===== src/rtl/conversor_gray_binario_pkg.sv =====
// Shared types and defaults for the Gray-to-binary position tracker.
package conversor_gray_binario_pkg;

  localparam int unsigned WIDTH_PADRAO     = 4;
  localparam int unsigned POS_WIDTH_PADRAO = 8;

  typedef enum logic [1:0] {
    INICIO   = 2'd0,
    RASTREIO = 2'd1,
    ERRO     = 2'd2
  } estado_t;

endpackage


===== src/rtl/conversor_gray_binario_decod.sv =====
// Combinational Gray-to-binary decoder: running XOR from the MSB downwards.
module gray_para_binario #(
  parameter int unsigned WIDTH = 4
) (
  input  logic [WIDTH-1:0] gray,
  output logic [WIDTH-1:0] binario_c
);

  always_comb begin : decod
    logic acc;
    acc       = gray[WIDTH-1];
    binario_c = '0;
    binario_c[WIDTH-1] = acc;
    for (int i = int'(WIDTH) - 2; i >= 0; i--) begin
      acc          = acc ^ gray[i];
      binario_c[i] = acc;
    end
  end

endmodule


===== src/rtl/conversor_gray_binario.sv =====
// Synchronizes an asynchronous Gray input, decodes it and tracks +1/-1 steps
// into a saturating signed position, flagging illegal jumps.
module conversor_gray_binario
  import conversor_gray_binario_pkg::*;
#(
  parameter int unsigned WIDTH     = WIDTH_PADRAO,
  parameter int unsigned POS_WIDTH = POS_WIDTH_PADRAO
) (
  input  logic                 clk,
  input  logic                 rst_n,
  input  logic [WIDTH-1:0]     gray,
  input  logic                 en,
  input  logic                 limpa,
  output logic [WIDTH-1:0]     binario,
  output logic                 valid,
  output logic                 sobe,
  output logic                 desce,
  output logic                 erro,
  output logic [POS_WIDTH-1:0] posicao
);

  localparam logic [WIDTH-1:0]     PASSO_SOBE  = WIDTH'(1);
  localparam logic [WIDTH-1:0]     PASSO_DESCE = '1;
  localparam logic [POS_WIDTH-1:0] POS_MAX     = {1'b0, {(POS_WIDTH-1){1'b1}}};
  localparam logic [POS_WIDTH-1:0] POS_MIN     = {1'b1, {(POS_WIDTH-1){1'b0}}};

  logic [WIDTH-1:0]     sinc1, sinc2;
  logic [WIDTH-1:0]     bin_c, delta_c;
  estado_t              estado, estado_nxt;
  logic [WIDTH-1:0]     binario_nxt;
  logic                 valid_nxt, sobe_nxt, desce_nxt, erro_nxt;
  logic [POS_WIDTH-1:0] posicao_nxt;

  // Two-flop synchronizer, free-running regardless of en.
  always_ff @(posedge clk or negedge rst_n) begin
    if (!rst_n) begin
      sinc1 <= '0;
      sinc2 <= '0;
    end else begin
      sinc1 <= gray;
      sinc2 <= sinc1;
    end
  end

  gray_para_binario #(.WIDTH(WIDTH)) u_decod (
    .gray      (sinc2),
    .binario_c (bin_c)
  );

  // Modulo-2^WIDTH difference makes the wrap-around a legal single step.
  assign delta_c = bin_c - binario;

  always_ff @(posedge clk or negedge rst_n) begin
    if (!rst_n) begin
      estado  <= INICIO;
      binario <= '0;
      valid   <= 1'b0;
      sobe    <= 1'b0;
      desce   <= 1'b0;
      erro    <= 1'b0;
      posicao <= '0;
    end else begin
      estado  <= estado_nxt;
      binario <= binario_nxt;
      valid   <= valid_nxt;
      sobe    <= sobe_nxt;
      desce   <= desce_nxt;
      erro    <= erro_nxt;
      posicao <= posicao_nxt;
    end
  end

  // limpa wins over en; binario keeps decoding even after an error.
  always_comb begin
    estado_nxt  = estado;
    binario_nxt = binario;
    valid_nxt   = valid;
    sobe_nxt    = 1'b0;
    desce_nxt   = 1'b0;
    erro_nxt    = erro;
    posicao_nxt = posicao;

    if (limpa) begin
      estado_nxt  = INICIO;
      valid_nxt   = 1'b0;
      erro_nxt    = 1'b0;
      posicao_nxt = '0;
    end else if (en) begin
      binario_nxt = bin_c;
      case (estado)
        INICIO: begin
          valid_nxt  = 1'b1;
          estado_nxt = RASTREIO;
        end
        RASTREIO: begin
          if (delta_c == PASSO_SOBE) begin
            sobe_nxt = 1'b1;
            if (posicao != POS_MAX) posicao_nxt = posicao + POS_WIDTH'(1);
          end else if (delta_c == PASSO_DESCE) begin
            desce_nxt = 1'b1;
            if (posicao != POS_MIN) posicao_nxt = posicao - POS_WIDTH'(1);
          end else if (delta_c != '0) begin
            erro_nxt   = 1'b1;
            estado_nxt = ERRO;
          end
        end
        ERRO: begin
          erro_nxt = 1'b1;
        end
        default: begin
          estado_nxt = INICIO;
        end
      endcase
    end
  end

endmodule

===== config.mk =====
export PLATFORM = sky130hd
export DESIGN_NAME = conversor_gray_binario
export DESIGN_NICKNAME = d
export VERILOG_FILES = /design/src/rtl/conversor_gray_binario_pkg.sv /design/src/rtl/conversor_gray_binario_decod.sv /design/src/rtl/conversor_gray_binario.sv
export SDC_FILE = /design/constraint.sdc
export NUM_CORES = 1
export LEC_CHECK = 0
export ABC_AREA = 1
export CORE_MARGIN = 10
export CORE_UTILIZATION = 33
export CTS_CLUSTER_SIZE = 24
export DETAILED_ROUTE_END_ITERATION = 8
export GPL_TIMING_DRIVEN = 0
export PLACE_DENSITY_LB_ADDON = 0.12
export REMOVE_ABC_BUFFERS = 1
export SYNTH_ARGS = -nofsm -noshare
export SYNTH_HDL_FRONTEND = slang
export SYNTH_HIERARCHICAL = 1
export SYNTH_SLANG_ARGS = --single-unit

===== constraint.sdc =====
create_clock -name clk -period 10.3 [get_ports clk]
set_input_delay 2.06 -clock clk [delete_from_list [all_inputs] [get_ports clk]]
set_output_delay 2.06 -clock clk [all_outputs]
set_load 0.05 [all_outputs]

# Word-level counts from Yosys, hierarchy flattened
# Index checks and enable logic that the tools add are counted.
# word_totals
regBits	26
word_cells	71
output_inout_bits	16
inputBits	8
# op_classes
eq_ne	11
n_reduce_logical	13
bitwise	4
mux	31
n_addsub	3
# ops
cell	n
8-bit two-way mux	7
1-bit two-way mux	17
5-bit AND reduction	3
2-bit two-way mux	5
3-bit != test (second input constant)	3
3-bit nonzero test	3
8-bit by 1-bit adder with 8-bit output (second input constant)	1
8-bit by 7-bit != test with 1-bit output (second input constant)	1
8-bit != test (second input constant)	1
8-bit by 1-bit subtractor with 8-bit output (second input constant)	1
2-bit case mux with 3 select lines	1
2-bit nonzero test	3
4-bit by 1-bit == test with 1-bit output (second input constant)	1
4-bit == test (second input constant)	1
2-bit AND reduction	2
4-bit nonzero test	1
4-bit subtractor	1
3-bit by 2-bit != test with 1-bit output (second input constant)	1
1-bit XOR	3
2-bit by 1-bit == test with 1-bit output (second input constant)	1
2-bit == test (second input constant)	1
2-bit logical NOT	1
2-bit != test (second input constant)	1
1-bit case mux with 2 select lines	1
1-bit inverter	1

# Longest topological paths before layout
# logic_depth
word_depth	11
mapped_depth	23
mapped_depth_nobuf	22

# Modules after synthesis
# The synthesis kept the hierarchy.
# modules_own_cells
module	cells_each	seq_area_each_um2	n_inst	area_each_um2
conversor_gray_binario	195	650.6	1	1579.0
gray_para_binario	19	0.0	1	101.3

# Worst setup path before layout
# Ideal clock, no wire load.
# synth_path
kind	reg-to-reg
start	reg sinc2[3]
end	reg posicao[6]
setup_time_ns	0.118
stages_incl_launch_ff	21
path_buffers	1
required_time_ns	10.182
path_slack_ns	7.072
arrival_time_ns	3.110
period_less_slack_ns	3.228
path_cell_list	dfrtp_1 -> inv_1 -> nand2_1 -> nand3_2 -> nand3_2 -> nand2_1 -> buf_4 -> inv_1 -> ha_1 -> inv_1 -> fa_1 -> xnor2_2 -> nand3_1 -> ha_1 -> a21oi_1 -> o21ai_0 -> a21oi_1 -> xor2_1 -> nor2_1 -> nand2_1 -> nand2_1
# synth_via
elab_chain_len	9
elab_cells_between_ends	14
cone_classes	1 x add/sub; 3 x eq/ne; 4 x mux; 3 x bitwise; 3 x reduce/logical
# synth_rtl
element	line_no	text
from (decl)	conversor_gray_binario.sv:27	logic [WIDTH-1:0] sinc1, sinc2;
from (signal assigned)	conversor_gray_binario.sv:41	sinc2 <= sinc1;
1-bit XOR (*) (3 in a row)	conversor_gray_binario_decod.sv:15	acc = acc ^ gray[i];
via u_decod.decod.acc	conversor_gray_binario_decod.sv:10	logic acc;
4-bit subtractor (*)	conversor_gray_binario.sv:51	assign delta_c = bin_c - binario;
4-bit by 1-bit == test with 1-bit output	conversor_gray_binario.sv:96	if (delta_c == PASSO_SOBE) begin
8-bit two-way mux	conversor_gray_binario.sv:96	
8-bit two-way mux	conversor_gray_binario.sv:90	case (estado)
8-bit two-way mux	conversor_gray_binario.sv:88	end else if (en) begin
8-bit two-way mux	conversor_gray_binario.sv:83	if (limpa) begin
to (signal assigned)	conversor_gray_binario.sv:69	posicao <= posicao_nxt;
to (decl)	conversor_gray_binario.sv:19	output logic [POS_WIDTH-1:0] posicao
# Mark *: on every way through the listed nets, which the timed path passes. The rest lies on a longest branch. The select of a mux whose other input is x is not followed.
# A chain may end at the register's enable or synchronous reset.

# Final worst setup path
# layout_path
start	reg sinc2[3]
end	reg posicao[6]
# layout_via
elab_chain_len	9
elab_cells_between_ends	14
cone_classes	1 x add/sub; 3 x eq/ne; 4 x mux; 3 x bitwise; 3 x reduce/logical
# layout_rtl
element	line_no	text
1-bit XOR (*) (3 in a row)	conversor_gray_binario_decod.sv:15	
via bin_c[0]	conversor_gray_binario.sv:28	logic [WIDTH-1:0] bin_c, delta_c;
4-bit subtractor (*)	conversor_gray_binario.sv:51	
4-bit by 1-bit == test with 1-bit output	conversor_gray_binario.sv:96	
8-bit two-way mux	conversor_gray_binario.sv:96	
8-bit two-way mux	conversor_gray_binario.sv:90	
8-bit two-way mux	conversor_gray_binario.sv:88	
8-bit two-way mux	conversor_gray_binario.sv:83	
# Marked as above.

==> results.py <==
metrics = {
    "critical_path": {
        "end_kind": "flip-flop",
        "path_cells": "inv_1 -> nand2_1 -> nand3_1 -> nand3_1 -> nand2_1 -> inv_1 -> ha_1 -> inv_1 -> fa_1 -> nor2_1 -> nand3_1 -> ha_1 -> a21oi_1 -> o21ai_0 -> a21oi_1 -> xor2_1 -> nor2_1 -> nand2_1 -> nand2_1",
        "slowest_stage": "ha_1",
        "crit_type": "flip-flop to flip-flop",
        "crit_end": "posicao[6]",
        "reg2reg_depth": 19,
        "r2r_start": "sinc2[3]",
        "cp_max_fo": 9,
        "r2r-end": "posicao[6]",
        "reg2reg_slack_ns": 6.59,
        "critPathBufInv": 3,
        "setup.worst_path.start_class": "flip-flop",
        "cpPeakStageDelay_ns": 0.47,
        "crit_top_cell": "nand2_1",
        "cpLargestDelayFamily": "simple AND/OR/NAND/NOR gates",
        "worstPathArrival_ns": 3.88,
        "cp.required_ns": 10.47,
        "cp_num_cells": 19,
        "crit_start": "sinc2[3]",
    },
    "run": {
        "max_cap_violations": 0,
    },
    "timing": {
        "finalSetupViolations": 0,
        "skew_ns": 0.00142,
        "tns_ns": 0,
        "fmax_ghz": 0.270,
        "slew_viol_final": 0,
        "hold_viol": 0,
        "worst_slack_ns": 6.59,
        "rsz0062_at_grt": "false",
        "slew_headroom_pct": 22.2,
        "final.period_utilization_pct": 36.0,
        "worst_slew_pin_slew_ns": 1.16,
        "final.min_clock_period_ns": 3.71,
    },
    "global_route": {
        "grt-busiest-layer": "met2",
        "use_met2_pct": 14.6,
        "grt_start_max_net_pins": 27,
        "grt_pass1_vias": 1401,
        "grt_usage_pct": 9.12,
        "use_met3_pct": 2.06,
        "grt_antenna_before_repair": 0,
        "grt_overflow": 0,
        "grt_pass1_wl_mm": 6.44,
        "grt_util_met1_pct": 11.4,
    },
    "synth": {
        "synth.avg_cell_area_um2": 7.85,
        "yosysSeqAreaShare_pct": 38.7,
        "yosysWarnings": 6,
        "synth_edf_count": 0,
        "ys_types": 28,
        "synthArstFlopShare_pct": 100,
        "ys.flop_type": "dfrtp_1",
        "syn_inst": 214,
        "synthesis.area_mm2": 0.00168,
        "ys_ff_latch": 26,
    },
    "place": {
        "portBuffers": 23,
        "dp_cells": 300,
        "place_worst_setup_slack_ns": 6.60,
        "dp_hpwl_mm": 2.75,
        "gp_congestion": 0.791,
    },
    "floorplan": {
        "coreArea_mm2": 0.00482,
        "die_x_um": 91.4,
        "ios": 24,
        "die_y_um": 91.4,
        "rows": 25,
        "initial_core_util_pct": 34.9,
        "die_area_mm2": 0.00835,
    },
    "status": {
        "status": "finished clean",
    },
    "routing": {
        "via_count": 1399,
        "ant_nets": 0,
        "drtIter0Drc": 83,
        "routed_wl_mm": 3.60,
        "wl_per_cell_um": 11.8,
        "drt_pass1_iterations": 4,
        "post_drt_via_cell_ratio": 4.60,
        "remaining_drc_errors": 0,
    },
    "final_layout": {
        "drive_gt1_share_pct": 11.8,
        "fin_cells": 304,
        "area_growth_pct": 21.1,
        "antennaDiodeCount": 0,
        "nets": 257,
        "multi_input_area_um2": 871,
        "register_area_um2": 651,
        "n_fill_cell": 503,
    },
    "cts": {
        "cts_made_buffers": 3,
        "cts-root-buf": "clkbuf_8",
        "cts_buffer_depth": 2,
        "post_cts_buffers": 0,
        "clkTransAtPathRegs_ns": 0.10,
        "ctsHoldBuffers": 0,
        "clkSinkCount": 26,
        "cts_tree": "done",
        "ctsResizeCount": 0,
        "htree_levels": 1,
        "clk_latency_ns": 0.27,
    },
    "power_and_ir_drop": {
        "powerDensity_mw_per_mm2": 260,
        "p_leak_nw": 1.01,
        "ir_drop_mv": 0.178,
    },
    "min_path": {
        "hp-class": "flip-flop to flip-flop",
    },
}
-- layout by cell type, fill, tap and decap left out --
master and instances:
o21ai_2 5, xnor2_2 1, nand2_1 52, dfrtp_1 26, a31oi_1 1, a21oi_1 11, inv_2 2, o31ai_1 1
a21oi_2 1, bufinv_16 1, nand3_2 6, o21ai_1 2, inv_1 32, xor2_1 1, nand2_4 1, fa_1 2
clkdlybuf4s50_1 23, nor2_4 1, clkbuf_8 3, ha_1 9, o21ai_0 8, nand4_1 5, or2_2 1, nand2_2 6
nor3_1 7, nor2_1 11, o21bai_1 1, nand3_1 17
-- per-stage QoR --
stage	util (%)	area, µm²	power, mW	hold WS (ns)
2_1_floorplan	-	1650	0.368	0.331
3_3_place_gp	40.8	1960	0.445	0.334
3_5_place_dp	40.8	1960	0.446	0.336
4_1_cts	42.2	2030	0.535	0.359
5_1_grt	42.2	2030	0.581	0.370
6_report	42.2	2030	0.529	0.358
-- flip-flops by register name, summed over array words and instances (netlist names) --
register / count
desce: 1
erro: 1
valid: 1
estado: 2
binario: 4
posicao: 8
sinc2: 4
sobe: 1
sinc1: 4
-- cell usage after synthesis (6+ instances only) --
library cell	number	area, µm²
nand2_1	52	195
o21ai_0	8	40.0
nand3_2	6	60.1
nand3_1	17	85.1
ha_1	9	113
a21oi_1	11	55.1
dfrtp_1	26	651
nor3_1	7	35.0
inv_1	32	120
nand2_2	6	37.5
nor2_1	11	41.3
-- kinds of logic after synthesis --
logic type,share of synthesized area [%]
compound gates,10.6
xor+xnor,1.49
fa+ha+maj,9.08
buf+inv,9.46
flops,38.7
simple gates,30.6
-- worst min-delay path by stage --
stage,startpoint,endpoint,depth (start not counted)
after floorplan,sinc1[0],sinc2[0],0
after global placement,sinc1[0],sinc2[0],0
after detailed placement,sinc1[0],sinc2[0],0
after CTS,sinc1[2],sinc2[2],0
after global routing,sinc1[0],sinc2[0],0
final,sinc1[2],sinc2[2],0
-- routing by layer --
| metal | part of all wire [%] | vias up |
|---|---|---|
| met5 | 0 | - |
| met4 | 1.2 | 0 |
| met3 | 4.2 | 2 |
| met2 | 45 | 18 |
| met1 | 49 | 637 |
| li1 | - | 742 |
-- power breakdown --
group | switching [mW] | internal [mW]
Clock | 0.0344 | 0.0520
Sequential | 0.0240 | 0.121
Combinational | 0.191 | 0.106
-- area by class of cell --
type / count / area share (%)
multi-input cells: 150 / 42.8
flip-flops and latches: 26 / 32.0
repair buffers: 23 / 11.3
inverters: 34 / 6.27
well taps: 67 / 4.12
clock buffers: 3 / 2.03
clock inverters: 1 / 1.48
Note: power is estimated with default switching activity, not from simulation.
